**config.mk**
```make
export PLATFORM = sky130hd
export DESIGN_NAME = uart_tx_cfg
export DESIGN_NICKNAME = d
export VERILOG_FILES = /design/src/rtl/uart_pkg.sv /design/src/rtl/uart_sync_fifo.sv /design/src/rtl/uart_tx_cfg.sv
export SDC_FILE = /design/constraint.sdc
export NUM_CORES = 1
export LEC_CHECK = 0
export BUFFER_PORTS_ARGS = -buffer_cell sky130_fd_sc_hd__buf_2
export CAP_MARGIN = 15
export CORE_MARGIN = 4
export CORE_UTILIZATION = 60
export DETAILED_ROUTE_END_ITERATION = 12
export HOLD_SLACK_MARGIN = 0.08
export PLACE_DENSITY_LB_ADDON = 0.3
export SYNTH_ARGS = -nofsm -noshare
export SYNTH_HDL_FRONTEND = slang
export SYNTH_SLANG_ARGS = --single-unit
```
**constraint.sdc**
```tcl
create_clock -name clk -period 5.35 [get_ports clk]
set_input_delay 0.2675 -clock clk [delete_from_list [all_inputs] [get_ports clk]]
set_output_delay 0.2675 -clock clk [all_outputs]
set_load 0.005 [all_outputs]
```
**src/rtl/uart_pkg.sv**
```systemverilog
// uart_pkg: shared UART types (FSM state enum), data-length codes DB5..DB8 and data_len() helper giving the bit count for a cfg_data_bits code
package uart_pkg;
  typedef enum logic [2:0] {IDLE, START, DATA, PARITY, STOP} state_t;
  localparam logic [1:0] DB5 = 2'd0;
  localparam logic [1:0] DB6 = 2'd1;
  localparam logic [1:0] DB7 = 2'd2;
  localparam logic [1:0] DB8 = 2'd3;
  function automatic logic [3:0] data_len(input logic [1:0] db);
    return 4'd5 + {2'b00, db};
  endfunction
endpackage

```
**src/rtl/uart_sync_fifo.sv**
```systemverilog
// uart_sync_fifo: synchronous FIFO (DEPTH power of two), ports clk rst_n push din pop dout full empty level; caller never pushes when full or pops when empty
module uart_sync_fifo #(
  parameter int DEPTH = 4,
  parameter int WIDTH = 8
) (
  input  logic                     clk,
  input  logic                     rst_n,
  input  logic                     push,
  input  logic [WIDTH-1:0]         din,
  input  logic                     pop,
  output logic [WIDTH-1:0]         dout,
  output logic                     full,
  output logic                     empty,
  output logic [$clog2(DEPTH):0]   level
);
  localparam int AW = $clog2(DEPTH);
  localparam int LW = AW + 1;
  logic [WIDTH-1:0] mem [DEPTH];
  logic [AW-1:0]    wr_ptr, rd_ptr;
  assign dout  = mem[rd_ptr];
  assign full  = level == LW'(DEPTH);
  assign empty = level == '0;
  always_ff @(posedge clk)
    if (push) mem[wr_ptr] <= din;
  always_ff @(posedge clk or negedge rst_n)
    if (!rst_n) begin
      wr_ptr <= '0;
      rd_ptr <= '0;
      level  <= '0;
    end else begin
      wr_ptr <= push ? wr_ptr + AW'(1) : wr_ptr;
      rd_ptr <= pop ? rd_ptr + AW'(1) : rd_ptr;
      level  <= level + LW'(push) - LW'(pop);
    end
endmodule

```
**src/rtl/uart_tx_cfg.sv**
```systemverilog
// uart_tx_cfg: configurable UART tx (5-8 data, none/even/odd parity, 1/2 stop) fed by uart_sync_fifo; ports clk rst_n in_valid/in_data/in_ready baud_div cfg_* tx tx_busy tx_done fifo_level, plus brk when UART_TX_CFG_BREAK_EN is defined
module uart_tx_cfg
  import uart_pkg::*;
#(
  parameter int FIFO_DEPTH = 4,
  parameter int BAUD_W     = 16
) (
  input  logic                          clk,
  input  logic                          rst_n,
`ifdef UART_TX_CFG_BREAK_EN
  input  logic                          brk,
`endif
  input  logic                          in_valid,
  input  logic [7:0]                    in_data,
  output logic                          in_ready,
  input  logic [BAUD_W-1:0]             baud_div,
  input  logic [1:0]                    cfg_data_bits,
  input  logic                          cfg_parity_en,
  input  logic                          cfg_parity_odd,
  input  logic                          cfg_stop2,
  output logic                          tx,
  output logic                          tx_busy,
  output logic                          tx_done,
  output logic [$clog2(FIFO_DEPTH):0]   fifo_level
);
  localparam logic [BAUD_W-1:0] ONE = BAUD_W'(1);
  state_t            state;
  logic [BAUD_W-1:0] cnt, div_r, eff_div;
  logic [7:0]        shreg, fifo_dout;
  logic [3:0]        nbits;
  logic [2:0]        bit_idx;
  logic              par_r, par_en_r, stop2_r, stop_idx;
  logic              full, empty, push, pop, bit_end, frame_end, can_start, line, line_idle, busy_c;
`ifdef UART_TX_CFG_BREAK_EN
  logic              mark;
  assign can_start = !brk && !mark;
  assign line_idle = !brk;
  assign busy_c    = state != IDLE || brk;
`else
  assign can_start = 1'b1;
  assign line_idle = 1'b1;
  assign busy_c    = state != IDLE;
`endif
  assign eff_div   = baud_div == '0 ? ONE : baud_div;
  assign in_ready  = !full;
  assign push      = in_valid && in_ready;
  assign bit_end   = cnt == div_r - ONE;
  assign frame_end = state == STOP && bit_end && stop_idx == stop2_r;
  assign pop       = !empty && can_start && (state == IDLE || frame_end);
  // line is the value the current state wants on the wire; tx registers it one cycle later
  assign line = state == START  ? 1'b0 :
                state == DATA   ? shreg[0] :
                state == PARITY ? par_r :
                state == STOP   ? 1'b1 : line_idle;
  uart_sync_fifo #(.DEPTH(FIFO_DEPTH), .WIDTH(8)) u_fifo (
    .clk   (clk),
    .rst_n (rst_n),
    .push  (push),
    .din   (in_data),
    .pop   (pop),
    .dout  (fifo_dout),
    .full  (full),
    .empty (empty),
    .level (fifo_level)
  );
  always_ff @(posedge clk or negedge rst_n)
    if (!rst_n) begin
      state    <= IDLE;
      cnt      <= '0;
      div_r    <= ONE;
      shreg    <= '0;
      nbits    <= 4'd8;
      bit_idx  <= '0;
      par_r    <= 1'b0;
      par_en_r <= 1'b0;
      stop2_r  <= 1'b0;
      stop_idx <= 1'b0;
      tx       <= 1'b1;
      tx_busy  <= 1'b0;
      tx_done  <= 1'b0;
`ifdef UART_TX_CFG_BREAK_EN
      mark     <= 1'b0;
`endif
    end else begin
      tx      <= line;
      tx_busy <= busy_c;
      tx_done <= frame_end;
      if (state != IDLE) cnt <= bit_end ? '0 : cnt + ONE;
      if (pop) begin
        state    <= START;
        cnt      <= '0;
        shreg    <= fifo_dout;
        div_r    <= eff_div;
        nbits    <= data_len(cfg_data_bits);
        bit_idx  <= '0;
        par_r    <= cfg_parity_odd;
        par_en_r <= cfg_parity_en;
        stop2_r  <= cfg_stop2;
        stop_idx <= 1'b0;
      end else begin
        case (state)
          IDLE: begin
`ifdef UART_TX_CFG_BREAK_EN
            // after break release, hold mark for one bit period before popping
            if (brk) begin
              mark <= 1'b1;
              cnt  <= '0;
            end else if (mark) begin
              cnt  <= cnt == eff_div - ONE ? '0 : cnt + ONE;
              mark <= cnt != eff_div - ONE;
            end
`endif
          end
          START:  if (bit_end) state <= DATA;
          DATA: if (bit_end) begin
            shreg   <= shreg >> 1;
            par_r   <= par_r ^ shreg[0];
            bit_idx <= bit_idx + 3'd1;
            if ({1'b0, bit_idx} == nbits - 4'd1) state <= par_en_r ? PARITY : STOP;
          end
          PARITY: if (bit_end) state <= STOP;
          STOP: if (bit_end) begin
            stop_idx <= 1'b1;
            if (stop_idx == stop2_r) state <= IDLE;
          end
          default: state <= IDLE;
        endcase
      end
    end
endmodule

```
==> flow_metrics.py <==
metrics = {
    "status": {
        "outcome": "finished clean",
    },
    "hold_path": {
        "hp-class": "input port to asynchronous set/reset pin",
    },
    "power": {
        "leakage_uw": 0.00215,
        "pwr-share-seq_pct": 48.0,
        "internal-power_uw": 1650,
        "switching_share_pct": 35.9,
        "p_clk_share_pct": 19.6,
        "power_density_mw_per_mm2": 494,
        "totalPowerFinal_uw": 2570,
        "p_comb_share_pct": 32.4,
        "max-vdd-ir-drop_mv": 0.255,
        "p_sw_uw": 924,
    },
    "finish": {
        "finish.utilization_pct": 67.8,
        "mostFrequentLayoutCell": "dfrtp_1",
        "area_growth_pct": 9.93,
        "nets": 481,
        "drive_gt1_share_pct": 19.7,
        "layout_common_cells": "dfrtp_1 (61), nor2_1 (39), buf_2 (38)",
        "diodes": 0,
    },
    "grt": {
        "grt_remaining_overflow": 0,
        "grt_max_degree": 65,
        "grt_pass1_wl_um": 15500,
        "grt_pass1_vias": 3235,
        "antenna_found_initial": 0,
        "grt_usage_pct": 20.4,
    },
    "drt": {
        "via_count": 3179,
        "first_pass_iters": 4,
        "routed_wl_um": 9020,
        "route.detailed.drc": 0,
        "antenna_left": 0,
        "vias_per_cell": 5.84,
        "drtIter0Drc": 136,
        "wl_per_cell_um": 16.6,
    },
    "setup_path": {
        "crit_required_ps": 5610,
        "cp-start-kind": "flop",
        "critPathBufInv": 2,
        "path_delay_family": "simple AND/OR/NAND/NOR gates",
        "reg2reg_slack_ps": 990,
        "crit_path_end_kind": "flop",
        "timing.rr.start": "div_r[8]$_DFFE_PN0N_",
        "crit_end": "u_fifo.level[2]$_DFF_PN0_",
        "cp_max_fo": 7,
        "crit_cells": 13,
        "reg2regPathDepth": 13,
        "path_cells": "or4_1 -> or4_1 -> or3_1 -> a2111oi_2 -> nand4b_1 -> a2111oi_4 -> ha_1 -> inv_1 -> ha_1 -> inv_1 -> fa_1 -> xnor2_1 -> xnor2_1",
        "worstSetupPathType": "flop to flop",
        "critPathSlowestCell": "or4_1",
        "crit_path_start": "div_r[8]$_DFFE_PN0N_",
        "r2r_end": "u_fifo.level[2]$_DFF_PN0_",
        "crit_arrival_ps": 4620,
        "max_stage_delay_ps": 650,
    },
    "logic_synthesis": {
        "synth_area_leaders": "dfrtp_1 (32%), edfxtp_1 (20%), xnor2_1 (5.0%), mux2_2 (3.8%), mux4_2 (3.8%)",
        "ys_seq_area_share_pct": 54.2,
        "syn-num-nets": 444,
        "ys_warn_count": 0,
        "synth_fa_ha_area_share_pct": 3.33,
        "netlist_area_mm2": 0.00474,
        "async_reset_ff_share_pct": 66.7,
        "synth_top_family_by_area": "simple AND/OR/NAND/NOR gates",
        "synth_edf_count": 32,
        "synth_top_area_share_pct": 32.2,
        "synth_cells": 400,
        "muxShareOfSynthArea_pct": 8.87,
        "synth.distinct_cells": 57,
        "synth-xor-area-share_pct": 7.95,
        "synth_area_leader_cell": "dfrtp_1",
        "synth_flop_cell": "dfrtp_1",
        "synth-simple-area-share_pct": 15.1,
        "syn_area_per_cell_um2": 11.8,
        "synth_compound_area_share_pct": 7.71,
        "ys_ff_latch": 96,
    },
    "timing": {
        "slew_violations": 0,
        "fin_hold_ws_ps": 35.3,
        "period_needed_ps": 4360,
        "hold_viol": 0,
        "tns_ps": 0,
        "period_share_pct": 81.5,
        "setup_viol": 0,
        "skew_ps": 11.0,
        "slew_headroom_pct": 37.0,
        "worst_pin_slew_ps": 942,
        "rsz0062_at_grt": "false",
        "clock.fmax_mhz": 229,
        "setup_ws_ps": 991,
    },
    "cts": {
        "cts_sinks": 96,
        "cts.clk_slew.worst_paths_ps": 100,
        "worstSkewPairLatency_ps": 380,
        "cts_tree": "done",
        "cts_buffer_depth": 2,
        "root_buffer": "clkbuf_8",
        "htreeDepth": 3,
        "cts_resized": 0,
        "cts_buffers": 9,
    },
    "floorplanning": {
        "coreArea_mm2": 0.00769,
        "dieArea_mm2": 0.00938,
        "die_width_um": 96.9,
        "initial_core_util_pct": 61.6,
        "pin_count": 39,
        "die_h_um": 96.9,
        "rows": 32,
    },
    "placement": {
        "dp_worst_setup_slack_ps": 1030,
        "dpl.hpwl_um": 6550,
        "numPortBuffers": 38,
        "place.gp.congestion": 0.874,
    },
    "flow_run": {
        "maxCapViolations": 0,
    },
}
## logic make-up (layout without fill, tap and decap cells)
group                    count (synthesis)  in the layout
flip-flops                              96             96
adder cells (fa/ha/maj)                 12             12
AO/OA/AOI/OAI                           49             49
buffers and inverters                   29             71
AND/OR/NAND/NOR                        141            141
multiplexers                            30             30
XOR/XNOR                                43             43
## cells in the mapped netlist, types with 2 or more instances
cell type,count
nand2_1,30
nor4_1,9
mux2_2,16
nor3_1,11
and2_0,2
inv_1,14
clkbuf_1,7
a22o_1,2
a21oi_1,7
o211ai_1,2
and4_1,2
nand2b_1,5
mux4_2,8
buf_1,2
a221o_1,2
dfstp_2,3
or3_1,4
dfrtp_1,61
nand3_1,11
nand4b_1,6
and2_1,3
a31oi_1,4
ha_1,11
o21ai_0,15
mux2i_1,6
xnor2_1,27
xor2_1,16
nor2_1,39
buf_6,3
edfxtp_1,32
buf_2,3
or4_1,3
nor2b_1,2
or4b_1,2
and3_1,8
## worst min path at each step
stage	depth (start not counted)	slack (ps)	endpoint
after detailed placement	2	470	nbits[0]$_DFFE_PN0N_
after global routing	1	90	u_fifo.mem[2][7]$_DFFE_PP_
after CTS	1	80	u_fifo.mem[1][4]$_DFFE_PP_
after global placement	2	460	nbits[0]$_DFFE_PN0N_
after floorplan	0	-30	bit_idx[0]$_DFFE_PN0P_
final	2	40	cnt[0]$_DFFE_PN0P_
## layout make-up
cell class	instances	area, um^2
Multi-Input combinational cell	275	2040
Sequential cell	96	2570
Clock buffer	9	124
Clock inverter	7	86.3
Tap cell	102	128
Timing Repair Buffer	41	215
Inverter	14	52.6
Fill cell	589	2480
## power by group through the flow
stage	sequential [uW]	clock [uW]	combinational (uW)
global route	1270	543	940
detailed placement	1250	0	839
floorplan	1140	0	722
finish	1240	504	833
global placement	1230	0	793
CTS	1240	514	841
## flip-flops by register name (all words and copies together) (netlist names)
name and flops:
nbits 4, div_r 16, tx_busy 1, cnt 16
tx 1, stop2_r 1, u_fifo.rd_ptr 2, state 3
par_en_r 1, par_r 1, u_fifo.mem 32, bit_idx 3
stop_idx 1, u_fifo.level 3, tx_done 1, shreg 8
u_fifo.wr_ptr 2
## timing repair
action	in CTS	in global routing
buffers inserted	0	0
hold buffers	1	0
endpoints found under the hold margin	1	0
## metrics by stage
stage / instances / area, um^2
2_1_floorplan: 400 / 4740
3_3_place_gp: 527 / 4990
3_5_place_dp: 527 / 4990
4_1_cts: 544 / 5210
5_1_grt: 544 / 5210
6_report: 544 / 5210
## routing by layer
layer | share of wire [%] | GRT usage (%) | up-vias | wire length, um
li1 | - | - | 1514 | -
met1 | 42 | 25.1 | 1583 | 3760
met2 | 52 | 34.9 | 65 | 4690
met3 | 3.9 | 3.75 | 17 | 354
met4 | 2.4 | 9.61 | 0 | 212
met5 | 0 | 0 | - | 0
Power figures use the tool's default switching activity.
